### config.mk
export PLATFORM = sky130hd
export DESIGN_NAME = audio_dac_serializer_flat
export DESIGN_NICKNAME = d
export VERILOG_FILES = /design/src/rtl/audio_pkg.sv /design/src/rtl/audio_dac_serializer_if.sv /design/src/rtl/audio_dac_serializer_bclk_gen.sv /design/src/rtl/audio_dac_serializer.sv /design/src/flat_wrapper.sv
export SDC_FILE = /design/constraint.sdc
export NUM_CORES = 1
export LEC_CHECK = 0
export ABC_AREA = 1
export CORE_UTILIZATION = 40
export DETAILED_ROUTE_END_ITERATION = 6
export PLACE_DENSITY = 0.66
export SLEW_MARGIN = 20
export SYNTH_ARGS = -nofsm -noshare
export SYNTH_HDL_FRONTEND = slang
export SYNTH_SLANG_ARGS = --single-unit
### constraint.sdc
create_clock -name Clk -period 1.9 [get_ports Clk]
set_input_delay 0.475 -clock Clk [delete_from_list [all_inputs] [get_ports Clk]]
set_output_delay 0.475 -clock Clk [all_outputs]
set_load 0.05 [all_outputs]
### src/rtl/audio_pkg.sv
// Shared audio-path types and default widths for the synth output chain.
package audio_pkg;
    localparam int SLOT_W_DEF   = 32;
    localparam int SAMPLE_W_DEF = 16;

    typedef logic signed [15:0] sample_t;
endpackage

### src/rtl/audio_dac_serializer_if.sv
// Sample handshake between the effects chain (master) and the DAC serializer (slave).
interface audio_dac_serializer_if
    import audio_pkg::*;
#(
    parameter int SAMPLE_W = SAMPLE_W_DEF
);
    logic signed [SAMPLE_W-1:0] sample_in;
    logic                       sample_valid;
    logic                       sample_ready;

    modport master (output sample_in, output sample_valid, input  sample_ready);
    modport slave  (input  sample_in, input  sample_valid, output sample_ready);
endinterface

### src/rtl/audio_dac_serializer_bclk_gen.sv
// Bit-clock divider: BCLK toggles every CLK_DIV Clk cycles; fall flags the edge taking BCLK low.
module bclk_gen #(
    parameter int CLK_DIV = 4
) (
    input  logic Clk,
    input  logic Reset,
    output logic BCLK,
    output logic fall
);
    localparam int CW = (CLK_DIV > 1) ? $clog2(CLK_DIV) : 1;

    logic [CW-1:0] div_cnt;
    logic          wrap;

    assign wrap = (div_cnt == CW'(CLK_DIV - 1));
    // High during the cycle whose closing edge drives BCLK 1->0.
    assign fall = wrap & BCLK;

    always_ff @(posedge Clk) begin
        if (Reset) begin
            div_cnt <= '0;
            BCLK    <= 1'b0;
        end else if (wrap) begin
            div_cnt <= '0;
            BCLK    <= ~BCLK;
        end else begin
            div_cnt <= div_cnt + 1'b1;
        end
    end
endmodule

### src/rtl/audio_dac_serializer.sv
// I2S master output stage: buffers one mono sample, sends it on both slots, paces upstream via sample_req.
module audio_dac_serializer
    import audio_pkg::*;
#(
    parameter int CLK_DIV  = 4,
    parameter int SAMPLE_W = SAMPLE_W_DEF,
    parameter int SLOT_W   = SLOT_W_DEF
) (
    input  logic                  Clk,
    input  logic                  Reset,
    input  logic                  Enable,
    audio_dac_serializer_if.slave smp,
    output logic                  sample_req,
    output logic [7:0]            underrun_cnt,
    output logic                  BCLK,
    output logic                  LRCK,
    output logic                  DACDAT
);
    localparam int BW = $clog2(2 * SLOT_W);
    localparam int IW = (SAMPLE_W > 1) ? $clog2(SAMPLE_W) : 1;

    logic                fall;
    logic [BW-1:0]       bit_cnt, bit_nxt, slot_b;
    logic [SAMPLE_W-1:0] hold, frame_reg, last_sample;
    logic                hold_full, latch, accept, dout;
    logic [IW-1:0]       idx;

    bclk_gen #(.CLK_DIV(CLK_DIV)) u_bclk (
        .Clk   (Clk),
        .Reset (Reset),
        .BCLK  (BCLK),
        .fall  (fall)
    );

    assign bit_nxt = (bit_cnt == BW'(2 * SLOT_W - 1)) ? '0 : bit_cnt + 1'b1;
    assign slot_b  = (bit_nxt >= BW'(SLOT_W)) ? bit_nxt - BW'(SLOT_W) : bit_nxt;
    assign latch   = fall && (bit_nxt == '0);
    assign accept  = smp.sample_valid && !hold_full;
    assign smp.sample_ready = !hold_full;

    // Slot bit 0 is the I2S delay bit; bits past the sample are zero padding.
    // At the latch edge slot_b is 0, so the old frame_reg is never shifted out.
    always_comb begin
        dout = 1'b0;
        idx  = '0;
        if (slot_b >= BW'(1) && slot_b <= BW'(SAMPLE_W)) begin
            idx  = IW'(SAMPLE_W - int'(slot_b));
            dout = frame_reg[idx];
        end
    end

    always_ff @(posedge Clk) begin
        if (Reset) begin
            bit_cnt      <= '0;
            LRCK         <= 1'b0;
            DACDAT       <= 1'b0;
            sample_req   <= 1'b0;
            underrun_cnt <= '0;
            hold_full    <= 1'b0;
            hold         <= '0;
            frame_reg    <= '0;
            last_sample  <= '0;
        end else begin
            sample_req <= latch;
            if (fall) begin
                bit_cnt <= bit_nxt;
                LRCK    <= (bit_nxt >= BW'(SLOT_W));
                DACDAT  <= dout;
            end
            // Latch decides on the pre-edge holding state; a same-cycle accept waits a frame.
            if (latch) begin
                if (!Enable) begin
                    frame_reg <= '0;
                end else if (hold_full) begin
                    frame_reg   <= hold;
                    last_sample <= hold;
                    hold_full   <= 1'b0;
                end else begin
                    frame_reg <= last_sample;
                    if (underrun_cnt != 8'hFF) underrun_cnt <= underrun_cnt + 1'b1;
                end
            end
            if (accept) begin
                hold      <= smp.sample_in;
                hold_full <= 1'b1;
            end
        end
    end
endmodule

### src/flat_wrapper.sv
// flat-port wrapper written by rule: the top's interface ports become plain ports
module audio_dac_serializer_flat import audio_pkg::*;
#(
    parameter int CLK_DIV  = 4,
    parameter int SAMPLE_W = SAMPLE_W_DEF,
    parameter int SLOT_W   = SLOT_W_DEF
)
  (Clk, Reset, Enable, sample_req, underrun_cnt, BCLK, LRCK, DACDAT, smp_sample_in, smp_sample_valid, smp_sample_ready);
  audio_dac_serializer_if #(.SAMPLE_W(SAMPLE_W)) smp_i ();
  input  logic Clk;
  input  logic Reset;
  input  logic Enable;
  output logic sample_req;
  output logic [7:0] underrun_cnt;
  output logic BCLK;
  output logic LRCK;
  output logic DACDAT;
  input wire logic [$bits(smp_i.sample_in)-1:0] smp_sample_in;
  input wire logic [$bits(smp_i.sample_valid)-1:0] smp_sample_valid;
  output wire logic [$bits(smp_i.sample_ready)-1:0] smp_sample_ready;
  assign smp_i.sample_in = smp_sample_in;
  assign smp_i.sample_valid = smp_sample_valid;
  assign smp_sample_ready = smp_i.sample_ready;
  audio_dac_serializer #(.CLK_DIV(CLK_DIV), .SAMPLE_W(SAMPLE_W), .SLOT_W(SLOT_W)) u_core (.Clk(Clk), .Reset(Reset), .Enable(Enable), .smp(smp_i), .sample_req(sample_req), .underrun_cnt(underrun_cnt), .BCLK(BCLK), .LRCK(LRCK), .DACDAT(DACDAT));
endmodule
==> impl_metrics.env <==
export IMPL_leakage_nw=1.49
export IMPL_final_antenna_net_count=0
export IMPL_r2r_start="u_core.bit_cnt[0]"
export IMPL_nets=490
export IMPL_worst_slack_ns=0.110
export IMPL_end_kind="flip-flop"
export IMPL_root_buffer="clkbuf_8"
export IMPL_vdd_ir_drop_max_v=0.000332
export IMPL_pin_count=33
export IMPL_vias_per_cell=4.88
export IMPL_area_delta_synth_final_pct=24.3
export IMPL_pre_cts_ws_ns=0.0417
export IMPL_powerDensity_nw_per_um2=795
export IMPL_grt_overflow_total=0
export IMPL_synth_simple_area_share_pct=30.8
export IMPL_cpMaxStageDelayCell="dfxtp_1"
export IMPL_die_area_um2=8000
export IMPL_layout_commonest_cell="nand2_1"
export IMPL_worstPathMaxFanout=9
export IMPL_drc_errors=0
export IMPL_maxCapViolations=0
export IMPL_dr_total_vias=2780
export IMPL_slew_violations=0
export IMPL_synth_nets=445
export IMPL_status="finished, final reports clean"
export IMPL_yosys_area_share_adder_pct=1.64
export IMPL_grt_use_total_pct=17.8
export IMPL_cts_sinks=69
export IMPL_relSlewSlack_pct=69.8
export IMPL_yosys_area_share_xor_xnor_pct=2.87
export IMPL_gp_congestion=0.811
export IMPL_hold_viol_final=0
export IMPL_r2r_cells=11
export IMPL_netlist_instances=421
export IMPL_crit_type="flip-flop to flip-flop"
export IMPL_die_width_um=89.4
export IMPL_hold_path_depth=1
export IMPL_antenna_found_initial=0
export IMPL_wl_per_cell_um=11.8
export IMPL_rows=31
export IMPL_num_antenna_cells=0
export IMPL_fin_skew_ns=0.00537
export IMPL_r2r_end="u_core.DACDAT"
export IMPL_cp_top_family="simple AND/OR/NAND/NOR gates"
export IMPL_ys_ff_latch=69
export IMPL_wl_um=6750
export IMPL_period_share_pct=94.2
export IMPL_final_cell_mix="nand2_1 (124), dfxtp_1 (67), a21oi_1 (54)"
export IMPL_muxShareOfSynthArea_pct=0
export IMPL_worstHoldStart="u_core.u_bclk.div_cnt[0]"
export IMPL_holdPathEnd="u_core.u_bclk.div_cnt[0]"
export IMPL_synth_warnings=0
export IMPL_cts_buffers=9
export IMPL_grt_pass1_vias=2357
export IMPL_dp_cells=552
export IMPL_cts_hold_buffers_added=0
export IMPL_final_min_clock_period_ns=1.79
export IMPL_cp_required_ns=2.14
export IMPL_ys_seq_area_share_pct=45.2
export IMPL_hpwl_um=4680
export IMPL_hold_path_class="flip-flop to flip-flop"
export IMPL_clk_latency_ns=0.34
export IMPL_path_cells="buf_4 -> inv_1 -> ha_4 -> inv_2 -> or2_2 -> nand2_1 -> nand2_1 -> nand3_1 -> nand3_1 -> nand3_1 -> nand2_1"
export IMPL_slowest_delay_ns=0.35
export IMPL_synth_top_family_by_area="simple AND/OR/NAND/NOR gates"
export IMPL_drt_iter0_markers=147
export IMPL_grt_first_pass_wirelength_um=11000
export IMPL_total_power_mw=3.02
export IMPL_drive_gt1_share_pct=14.0
export IMPL_start_kind="flip-flop"
export IMPL_fp_dieH_um=89.4
export IMPL_max_freq_ghz=0.559
export IMPL_cts_tree="built"
export IMPL_cts_reportedPaths_clkPinSlew_ns=0.07
export IMPL_drt_pass1_iterations=4
export IMPL_setup_violations=0
export IMPL_htree_levels=3
export IMPL_path_buf_inv=3
export IMPL_synth_cell_type_count=29
export IMPL_synth_compound_area_share_pct=13.5
export IMPL_syn_area_um2=3060
export IMPL_worst_pin_slew_ns=0.453
export IMPL_initial_utilization_pct=41.7
export IMPL_grt_max_degree=43
export IMPL_rsz0062_at_grt="yes"
export IMPL_r2r_slack_ns=0.11
export IMPL_fin_cells=570
export IMPL_core_area_um2=7330
export IMPL_synth_avg_cell_area_um2=7.26
export IMPL_cts_max_path_buffers=2
export IMPL_cp_arrival_ns=2.03
export IMPL_numPortBuffers=32
export IMPL_finalHoldWorstSlack_ns=0.438
kinds of logic after synthesis:
family | after synthesis
and+or+nand+nor | 217
AOI/OAI and AO/OA | 79
xor gates and xnor gates | 10
DFF | 69
adders and majority gates | 4
buffers and inverters | 42
routing by layer:
metal | routed length (um) | vias to the layer above | part of all wire (%) | global-route usage [%]
met2 | 3050 | 56 | 45 | 27.0
met4 | 57 | 0 | 0.84 | 6.49
met3 | 260 | 5 | 3.9 | 4.43
met1 | 3380 | 1249 | 50 | 24.6
li1 | - | 1470 | - | -
met5 | 0 | - | 0 | 0
cell usage after synthesis:
cell	count	share of area, %
xnor2_1	6	1.7
clkbuf_1	11	1.4
o22ai_1	5	1.0
xor2_1	4	1.1
nand3_4	1	0.57
inv_2	2	0.25
a21oi_1	54	8.8
o21ai_0	17	2.8
nand2_2	3	0.61
nand3_1	20	3.3
nor3b_1	1	0.25
o211ai_1	1	0.25
ha_1	4	1.6
nand3b_1	5	1.2
inv_1	23	2.8
buf_1	1	0.12
buf_6	2	0.74
nor2_4	1	0.37
nor2_2	1	0.20
nand2_1	124	15
nor2_1	47	5.8
o21bai_1	1	0.25
dfxtp_1	69	45
or2_2	2	0.41
nor3_1	1	0.16
nand4_1	10	2.0
o21bai_2	1	0.37
nand3b_4	1	0.65
buf_4	3	0.74
power by group:
part,switching (mW),internal [mW]
registers,0.0204,1.48
logic,0.123,0.0913
clock network,0.563,0.739
total,0.706,2.31
area by class of cell:
| class | instances | area (um^2) |
|---|---|---|
| Clock buffer | 10 | 128 |
| Sequential cell | 69 | 1380 |
| Timing Repair Buffer | 51 | 450 |
| Inverter | 25 | 96.3 |
| Fill cell | 709 | 3530 |
| Clock inverter | 6 | 86.3 |
| Multi-Input combinational cell | 310 | 1530 |
| Tap cell | 99 | 124 |
worst max-delay path by stage:
stage	from	endpoint	slack [ns]	depth (start not counted)
5_1_grt	u_core.bit_cnt[0]	u_core.DACDAT	-0.02	11
3_5_place_dp	u_core.bit_cnt[0]	u_core.underrun_cnt[5]	0.04	10
2_1_floorplan	u_core.underrun_cnt[3]	u_core.underrun_cnt[2]	0.06	7
6_report	u_core.bit_cnt[0]	u_core.DACDAT	0.11	11
3_3_place_gp	u_core.bit_cnt[0]	u_core.DACDAT	0.08	11
4_1_cts	u_core.bit_cnt[0]	u_core.underrun_cnt[5]	0.03	10
repair_timing:
action	in CTS	in global routing
endpoints found under the setup margin	0	38
setup buffers	0	2
resized for setup	0	11
worst register-to-register path: stages (launching register included):
cell	delay (ns)
dfxtp_1	0.35
buf_4	0.13
inv_1	0.13
ha_4	0.31
inv_2	0.07
or2_2	0.27
nand2_1	0.07
nand2_1	0.05
nand3_1	0.08
nand3_1	0.07
nand3_1	0.10
nand2_1	0.05
stage by stage:
stage	util, %	area, um^2	setup TNS (ns)
after detailed placement	48.0	3520	0
after global placement	48.0	3520	0
after CTS	50.9	3730	0
after global routing	51.8	3800	-0.0701
after floorplan	-	3060	0
final	51.8	3800	0
(Power assumes the default switching activity.)
